**config.mk**
```make
export PLATFORM = sky130hd
export DESIGN_NAME = alu_wb_stage
export DESIGN_NICKNAME = d
export VERILOG_FILES = /design/src/rtl/definitions.sv /design/src/rtl/wb_fwd_mux.sv /design/src/rtl/alu_wb_stage.sv
export SDC_FILE = /design/constraint.sdc
export NUM_CORES = 1
export LEC_CHECK = 0
export BUFFER_PORTS_ARGS = -buffer_cell sky130_fd_sc_hd__clkbuf_2
export CORE_ASPECT_RATIO = 0.75
export CORE_MARGIN = 5
export CORE_UTILIZATION = 35
export DETAILED_ROUTE_END_ITERATION = 16
export REMOVE_ABC_BUFFERS = 1
export SLEW_MARGIN = 25
export SYNTH_ARGS = -nofsm -noshare
export SYNTH_HDL_FRONTEND = slang
export SYNTH_HIERARCHICAL = 1
export SYNTH_SLANG_ARGS = --single-unit
export TNS_END_PERCENT = 30
```
**constraint.sdc**
```tcl
create_clock -name Clk -period 5.33 [get_ports Clk]
set_input_delay 0.2665 -clock Clk [delete_from_list [all_inputs] [get_ports Clk]]
set_output_delay 0.2665 -clock Clk [all_outputs]
set_load 0.005 [all_outputs]
```
**src/rtl/definitions.sv**
```systemverilog
// Shared ALU/writeback definitions: opcode mnemonics, the writeback entry
// record, and opcode class helpers.
package definitions;

  localparam int WB_DW    = 8;
  localparam int WB_RW    = 3;
  localparam int OP_W     = 5;
  localparam int WB_DEPTH = 2;

  typedef enum logic [OP_W-1:0] {
    ADD = 5'd0,
    SUB = 5'd1,
    AND = 5'd2,
    OR  = 5'd3,
    XOR = 5'd4,
    NOT = 5'd5,
    LSH = 5'd6,
    RSH = 5'd7,
    GEQ = 5'd8,
    EQ  = 5'd9,
    NEQ = 5'd10,
    LDR = 5'd11,
    STR = 5'd12,
    BRC = 5'd13,
    MOV = 5'd14
  } op_mne;

  typedef struct packed {
    logic             valid;
    logic [WB_DW-1:0] result;
    logic             zero;
    logic             sc_out;
    logic [OP_W-1:0]  op;
    logic [WB_RW-1:0] dest;
    logic             wen;
  } wb_entry_t;

  function automatic logic is_cmp(input logic [OP_W-1:0] op);
    return (op == GEQ) || (op == EQ) || (op == NEQ);
  endfunction

  function automatic logic is_shift(input logic [OP_W-1:0] op);
    return (op == LSH) || (op == RSH);
  endfunction

endpackage

```
**src/rtl/wb_fwd_mux.sv**
```systemverilog
// Forwarding lookup over the two writeback entries; the youngest (skid)
// match wins over main. Purely combinational.
module wb_fwd_mux
  import definitions::*;
(
  input  wb_entry_t        main,
  input  wb_entry_t        skid,
  input  logic [WB_RW-1:0] raddr,
  output logic             hit,
  output logic [WB_DW-1:0] data
);

  logic main_match;
  logic skid_match;

  // Compares never write the register file, so they must not forward either.
  assign main_match = main.valid & main.wen & ~is_cmp(main.op) & (main.dest == raddr);
  assign skid_match = skid.valid & skid.wen & ~is_cmp(skid.op) & (skid.dest == raddr);

  assign hit  = main_match | skid_match;
  assign data = skid_match ? skid.result :
                main_match ? main.result : '0;

endmodule

```
**src/rtl/alu_wb_stage.sv**
```systemverilog
// ALU writeback stage: 2-entry skid buffer, register-file commit, and the
// shift-carry / condition-flag registers. WB_FWD_EN adds a forwarding port.
module alu_wb_stage
  import definitions::*;
#(
  parameter int DW = WB_DW,
  parameter int RW = WB_RW
) (
  input  logic          Clk,
  input  logic          Reset,
  input  logic          in_valid,
  output logic          in_ready,
  input  logic [DW-1:0] in_result,
  input  logic          in_zero,
  input  logic          in_sc_out,
  input  logic [4:0]    in_op,
  input  logic [RW-1:0] in_dest,
  input  logic          in_wen,
  input  logic          wr_grant,
  output logic          wr_en,
  output logic [RW-1:0] wr_addr,
  output logic [DW-1:0] wr_data,
  output logic          sc_reg,
  output logic          cond_flag,
`ifdef WB_FWD_EN
  input  logic [RW-1:0] fwd_raddr,
  output logic          fwd_hit,
  output logic [DW-1:0] fwd_data,
`endif
  output logic          busy
);

  localparam int MAIN = 0;
  localparam int SKID = WB_DEPTH - 1;

  typedef enum logic [1:0] {EMPTY, ONE, TWO} occ_e;

  occ_e      state_q, state_d;
  wb_entry_t ent_q [WB_DEPTH];
  wb_entry_t ent_d [WB_DEPTH];
  wb_entry_t incoming;
  logic      accept;
  logic      retire;

  assign incoming = '{valid: 1'b1, result: in_result, zero: in_zero, sc_out: in_sc_out,
                      op: in_op, dest: in_dest, wen: in_wen};

  assign in_ready = ~ent_q[SKID].valid;
  assign accept   = in_valid & in_ready;
  assign retire   = ent_q[MAIN].valid & wr_grant;

  // NOTE: every always_comb output gets a default first so no path can infer a latch.
  always_comb begin
    state_d = state_q;
    ent_d   = ent_q;
    case (state_q)
      EMPTY: begin
        if (accept) begin
          ent_d[MAIN] = incoming;
          state_d     = ONE;
        end
      end
      ONE: begin
        if (accept && retire) begin
          ent_d[MAIN] = incoming;
        end else if (accept) begin
          ent_d[SKID] = incoming;
          state_d     = TWO;
        end else if (retire) begin
          ent_d[MAIN].valid = 1'b0;
          state_d           = EMPTY;
        end
      end
      TWO: begin
        if (retire) begin
          ent_d[MAIN]       = ent_q[SKID];
          ent_d[SKID].valid = 1'b0;
          state_d           = ONE;
        end
      end
      default: begin
        state_d           = EMPTY;
        ent_d[MAIN].valid = 1'b0;
        ent_d[SKID].valid = 1'b0;
      end
    endcase
  end

  // NOTE: only the valid bits are reset; payload fields are don't-care while invalid.
  always_ff @(posedge Clk) begin
    if (Reset) begin
      state_q           <= EMPTY;
      ent_q[MAIN].valid <= 1'b0;
      ent_q[SKID].valid <= 1'b0;
    end else begin
      state_q <= state_d;
      ent_q   <= ent_d;
    end
  end

  // Flags update only on retire so they follow program order.
  always_ff @(posedge Clk) begin
    if (Reset) begin
      sc_reg    <= 1'b0;
      cond_flag <= 1'b0;
    end else if (retire) begin
      if (is_shift(ent_q[MAIN].op)) sc_reg    <= ent_q[MAIN].sc_out;
      if (is_cmp(ent_q[MAIN].op))   cond_flag <= ent_q[MAIN].result[0];
    end
  end

  assign wr_en   = retire & ent_q[MAIN].wen & ~is_cmp(ent_q[MAIN].op);
  assign wr_addr = ent_q[MAIN].dest;
  assign wr_data = ent_q[MAIN].result;
  assign busy    = ent_q[MAIN].valid;

  logic unused_zero;
  assign unused_zero = ent_q[MAIN].zero ^ ent_q[SKID].zero;

`ifdef WB_FWD_EN
  wb_fwd_mux u_fwd (
    .main  (ent_q[MAIN]),
    .skid  (ent_q[SKID]),
    .raddr (fwd_raddr),
    .hit   (fwd_hit),
    .data  (fwd_data)
  );
`endif

endmodule

```
==> run_results.csv, run 1 <==
group,metric,value,unit
synthesis,synth_fa_ha_area_share,0,%
routing,ant_nets,0,
synthesis,yosysTopAreaCell,"edfxtp_1",
global_routing,grt_use_total,10.41,%
global_routing,grt_pass1_vias,1079,
clock_network,cts_tree,"yes",
critical_path,slowest_stage,"nor2b_4",
placement,port_buffers,37,
critical_path,path_cells,"nor2b_4 -> nand3_1 -> a21oi_4",
global_routing,grt_pass1_wl,5382,microns
flow_run,maxCapViolations,0,
final_layout,nets,167,
clock_network,cts-buffers-inserted,5,
synthesis,synth_cells,113,
placement,gp_congestion,0.7563,
clock_network,clockBufferDepth,2,
routing,vias,1021,
synthesis,ys_types,27,
sta,finalHoldViolCount,0,
hold_path,hold-path-endpoint,"ent_q[12]",
power_and_ir_drop,p_per_area,316.5,nW/um^2
hold_path,hp-class,"in -> reg",
final_layout,fillerInstances,447,
clock_network,clk_pin_slew,0.07,ns
synthesis,ys.flop_type,"edfxtp_1",
final_layout,regMostFlops,"ent_q",
sta,fin_crit_sh,41.70,%
synthesis,ys_async_sr_fraction,0,%
synthesis,synth.top_cell.area_share,60.13,%
hold_path,min_from,"in_result[1]",
critical_path,rrSetupSlack,3.11,ns
synthesis,synthXorXnorAreaFrac,0,%
routing,drt_wl_total,3317,microns
critical_path,cp_top_family,"simple AND/OR/NAND/NOR gates",
synthesis,synth_top_family_by_area,"multiplexers",
sta,min_period,2.223,ns
placement,hpwl,2326,microns
critical_path,arrival,2.14,ns
critical_path,path_class,"reg -> reg",
sta,max_slew_margin,58.88,%
sta,fin_skew,0.001855,ns
routing,drt_iter0_markers,69,
sta,fin_setup_tns,0,ns
routing,routed_via_density,4.980,
die,num_rows,22,
sta,holdWs,0.1699,ns
final_layout,drive_gt1_share,47.59,%
final_layout,synthToLayoutAreaGrowth,14.20,%
die,die_x,92.76,microns
critical_path,cp-start-kind,"flip-flop",
synthesis,yosys_warnings,6,
critical_path,cp_data_required_time,5.25,ns
global_routing,grt_overflow,0,
routing,drt_drc_violations_left,0,
critical_path,rr_startpoint,"state_q[1]",
synthesis,syn_area_per_cell,15.91,sq um
die,dieHeight,72.07,microns
clock_network,postCtsHoldBufs,0,
die,initial_utilization,36.49,%
sta,rsz0062_at_grt,"false",
placement,placed_area,1972,sq um
critical_path,crit_path_end_kind,"flip-flop",
synthesis,netlist_area,1798,sq um
sta,worst_pin_slew,0.6154,ns
synthesis,synth_area_leaders,"edfxtp_1, mux2_2, dfxtp_1",
final_layout,largest_reg_flops,26,
power_and_ir_drop,peakVddDrop,0.1673,mV
critical_path,crit_path_max_fanout,20,
sta,max_freq,0.4499,GHz
global_routing,grt_max_degree,21,
clock_network,clock-sinks,42,
clock_network,post_cts_buffers,0,
critical_path,r2r-end,"wr_addr[1]",
final_layout,fin_area,2053,sq um
routing,post_drt_wl_per_cell,16.18,microns
critical_path,cp.buffers_inverters,0,
routing,first_pass_iters,4,
run_status,status,"completed",
clock_network,htreeDepth,2,
synthesis,post-synth-top-count-cell,"edfxtp_1",
critical_path,slowest_delay,0.59,ns
clock_network,clk_latency,0.28,ns
synthesis,ys_seq_area_share,66.81,%
synthesis,synth_edf_count,36,
clock_network,cts_root_buffer,"clkbuf_8",
synthesis,muxShareOfSynthArea,12.39,%
synthesis,ys_ff_latch,42,
sta,setup_viol,0,
die,ioPinCount,39,
power_and_ir_drop,leakagePower,0.7202,nW
clock_network,cts_resized,0,
synthesis,synthTopCellsByCount,"edfxtp_1, mux2_2, buf_4",
synthesis,synth_compound_area_share,6.263,%
final_layout,diodes,0,
hold_path,worstHoldPathCells,1,
sta,slew_viol_final,0,
global_routing,antenna_found_initial,0,
critical_path,r2r_cells,3,
die,core,4927,sq um
synthesis,yosys.area_share.simple,7.724,%
die,dieArea,6685,sq um
==> metal layers <==
layer	GRT usage (%)	wire, microns	vias to the layer above
met5	0	0	-
met4	2.927	0	0
li1	-	-	476
met1	12.05	1427	502
met3	4.663	297	0
met2	17.64	1592	43
==> where the power goes <==
group          switching (mW)  leakage (nW)  internal (mW)
Clock                   0.101        0.0426         0.0901
Combinational          0.0366         0.299         0.0321
Sequential             0.0123         0.379          0.378
==> worst register-to-register path, cell delays in order, from the launching register on <==
cell and delay, ns:
dfxtp_1 0.45, nor2b_4 0.59, nand3_1 0.25, a21oi_4 0.56
==> placed cells by master, fill, tap and decap left out, types with 2 or more instances in the layout <==
cell type | synthesis | layout
nand2b_1 | 6 | 6
mux2i_1 | 2 | 2
a21oi_1 | 4 | 3
dfxtp_1 | 6 | 6
clkbuf_2 | 0 | 37
nand3_1 | 2 | 2
clkbuf_8 | 1 | 5
nand2_1 | 5 | 5
edfxtp_1 | 36 | 36
mux2_2 | 17 | 17
a211o_2 | 2 | 2
inv_1 | 3 | 3
nand4_1 | 2 | 2
a211oi_1 | 2 | 2
nor3b_1 | 2 | 2
==> through the flow <==
step	utilization [%]	cells	total power, mW	setup WS (ns)
after global routing	41.67	205	0.6819	2.976
after floorplan	-	99	0.4336	2.365
after global placement	39.87	197	0.4606	2.877
after detailed placement	40.02	197	0.4674	3.053
final	41.67	205	0.6498	3.107
after CTS	41.67	205	0.6601	3.059
==> cells by family (layout without fill, tap and decap cells) <==
logic type	count (synthesis)	after routing
buf+inv	17	49
simple gates	21	21
flops	42	42
compound gates	13	13
mux	20	20
==> worst max path at each step <==
stage / startpoint / depth (start not counted) / slack, ns / end
6_report: state_q[1] / 3 / 3.11 / wr_addr[1]
5_1_grt: state_q[1] / 3 / 2.98 / ent_q[25]
4_1_cts: state_q[1] / 3 / 3.06 / wr_data[0]
3_5_place_dp: state_q[1] / 3 / 3.05 / wr_data[7]
3_3_place_gp: state_q[1] / 3 / 2.88 / wr_data[3]
2_1_floorplan: state_q[0] / 2 / 2.36 / ent_q[0]
==> cell type report <==
cell class / count / area, sq um / area share (%)
timing repair buffer: 38 / 192.7 / 9.385
clock buffer: 6 / 72.57 / 3.534
tap: 60 / 75.07 / 3.656
clock inverter: 2 / 8.758 / 0.4266
sequential: 42 / 1201 / 58.50
multi-input combinational: 54 / 491.7 / 23.95
inverter: 3 / 11.26 / 0.5484
Note: power is estimated with default switching activity, not from simulation.
==> run 2: changes to the inputs <==
==> constraint.sdc (replaced) <==
create_clock -name Clk -period 2.29 [get_ports Clk]
set_input_delay 0.1145 -clock Clk [delete_from_list [all_inputs] [get_ports Clk]]
set_output_delay 0.1145 -clock Clk [all_outputs]
set_load 0.005 [all_outputs]
==> run_results.csv, run 2 (synthesis gave the netlist of run 1 again) <==
group,metric,value,unit
final_layout,synthToLayoutAreaGrowth,15.45,%
routing,post_drt_wl_per_cell,15.50,microns
sta,max_freq,0.5794,GHz
placement,pre_cts_ws,0.5562,ns
final_layout,final_common_cell,"clkbuf_2",
routing,drt_iter0_markers,65,
clock_network,postCtsHoldBufs,0,
final_layout,fillerInstances,447,
final_layout,largest_reg_flops,26,
critical_path,arrival,1.70,ns
sta,fin_crit_sh,75.37,%
sta,setup_viol,0,
clock_network,clock-sinks,42,
sta,rsz0062_at_grt,"false",
die,core,4927,sq um
flow_run,maxCapViolations,0,
power_and_ir_drop,sw_frac_of_total,22.52,%
placement,gp_congestion,0.7761,
hold_path,hp-class,"in -> reg",
clock_network,cts-buffers-inserted,5,
routing,first_pass_iters,4,
placement,hpwl,2295,microns
die,dieHeight,72.07,microns
global_routing,antenna_found_initial,0,
placement,port_buffers,37,
final_layout,regArea,1201,sq um
global_routing,grt_use_total,10.62,%
critical_path,cp.buffers_inverters,1,
final_layout,post-route-util,42.13,%
run_status,status,"completed",
sta,worst_pin_slew,0.3159,ns
final_layout,fin_area,2076,sq um
routing,drt_wl_total,3225,microns
critical_path,crit_path_end_kind,"flip-flop",
clock_network,htreeDepth,2,
die,initial_utilization,36.49,%
critical_path,cp_top_family,"simple AND/OR/NAND/NOR gates",
final_layout,fin_cells,208,
final_layout,nets,171,
power_and_ir_drop,pwr-share-comb,10.7,%
die,die_x,92.76,microns
critical_path,cp-start-kind,"flip-flop",
clock_network,cts_resized,0,
power_and_ir_drop,peakVddDrop,0.3411,mV
clock_network,cts_root_buffer,"clkbuf_8",
power_and_ir_drop,p_per_area,726.8,nW/um^2
final_layout,final_cell_mix,"clkbuf_2, edfxtp_1, mux2_2",
sta,final.setup.worst_slack,0.5640,ns
routing,routed_via_density,5.034,
power_and_ir_drop,power.switching,0.3397,mW
placement,place_inst,199,
sta,fin_skew,0.006428,ns
sta,holdWs,0.01441,ns
die,dieArea,6685,sq um
sta,slew_viol_final,0,
critical_path,path_cells,"nor2b_4 -> nand3_1 -> a21oi_2 -> buf_4",
power_and_ir_drop,finalPower,1.509,mW
sta,min_period,1.726,ns
sta,finalHoldViolCount,0,
sta,max_slew_margin,78.89,%
power_and_ir_drop,leakagePower,0.7340,nW
final_layout,multi_input_area,484.2,sq um
critical_path,path_class,"reg -> reg",
routing,ant_nets,0,
critical_path,cp_data_required_time,2.26,ns
critical_path,cp.depth,4,
final_layout,drive_gt1_share,47.30,%
global_routing,grt_pass1_vias,1134,
clock_network,clockBufferDepth,2,
die,ioPinCount,39,
sta,fin_setup_tns,0,ns
clock_network,cts_tree,"yes",
global_routing,grt_max_degree,19,
routing,vias,1047,
power_and_ir_drop,clockPowerShare,29.1,%
clock_network,post_cts_buffers,0,
critical_path,crit_path_max_fanout,18,
power_and_ir_drop,internal-power,1.169,mW
global_routing,grt_overflow,0,
global_routing,grt_pass1_wl,5423,microns
critical_path,r2r_cells,4,
hold_path,worstHoldPathCells,1,
final_layout,regMostFlops,"ent_q",
critical_path,slowest_stage,"dfxtp_1",
routing,drt_drc_violations_left,0,
clock_network,clk_pin_slew,0.07,ns
clock_network,clk_latency,0.29,ns
placement,placed_area,1979,sq um
die,num_rows,22,
power_and_ir_drop,p_seq_share,60.2,%
final_layout,diodes,0,
critical_path,slowest_delay,0.45,ns
run 2: cell types whose count changed in the layout (fill, tap and decap cells not counted):
cell	previous run	this run
a21oi_2	0	1
a21oi_4	1	0
buf_4	1	3
clkbuf_1	1	2
clkinv_1	1	0
clkinv_2	1	0
dlygate4sd3_1	0	2
run 2: worst paths after layout:
path,from,end,slack (ns)
max,state_q[1],wr_data[4],0.56
min,in_result[2],ent_q[13],0.01
max reg2reg,state_q[1],wr_data[4],0.56
min reg2reg,cond_flag,cond_flag,0.48
run 2: power groups by stage:
stage	logic (mW)	clock network [mW]	registers, mW
floorplan	0.0874	0	0.922
global placement	0.155	0	0.922
detailed placement	0.162	0	0.925
CTS	0.163	0.461	0.908
global route	0.180	0.497	0.913
finish	0.161	0.439	0.908
run 2: layout make-up:
type | instances | area share, %
flip-flops and latches | 42 | 57.87
clock buffers | 7 | 3.677
multi-input cells | 54 | 23.33
repair buffers | 42 | 10.97
inverters | 3 | 0.5425
well taps | 60 | 3.617
run 2: per-layer routing:
layer  global-route usage (%)  part of all wire [%]  up-vias
li1                         -                     -      489
met1                    12.14                    45      518
met2                    17.32                    46       37
met3                    4.974                   8.4        3
met4                    4.390                   1.1        0
met5                        0                     0        -
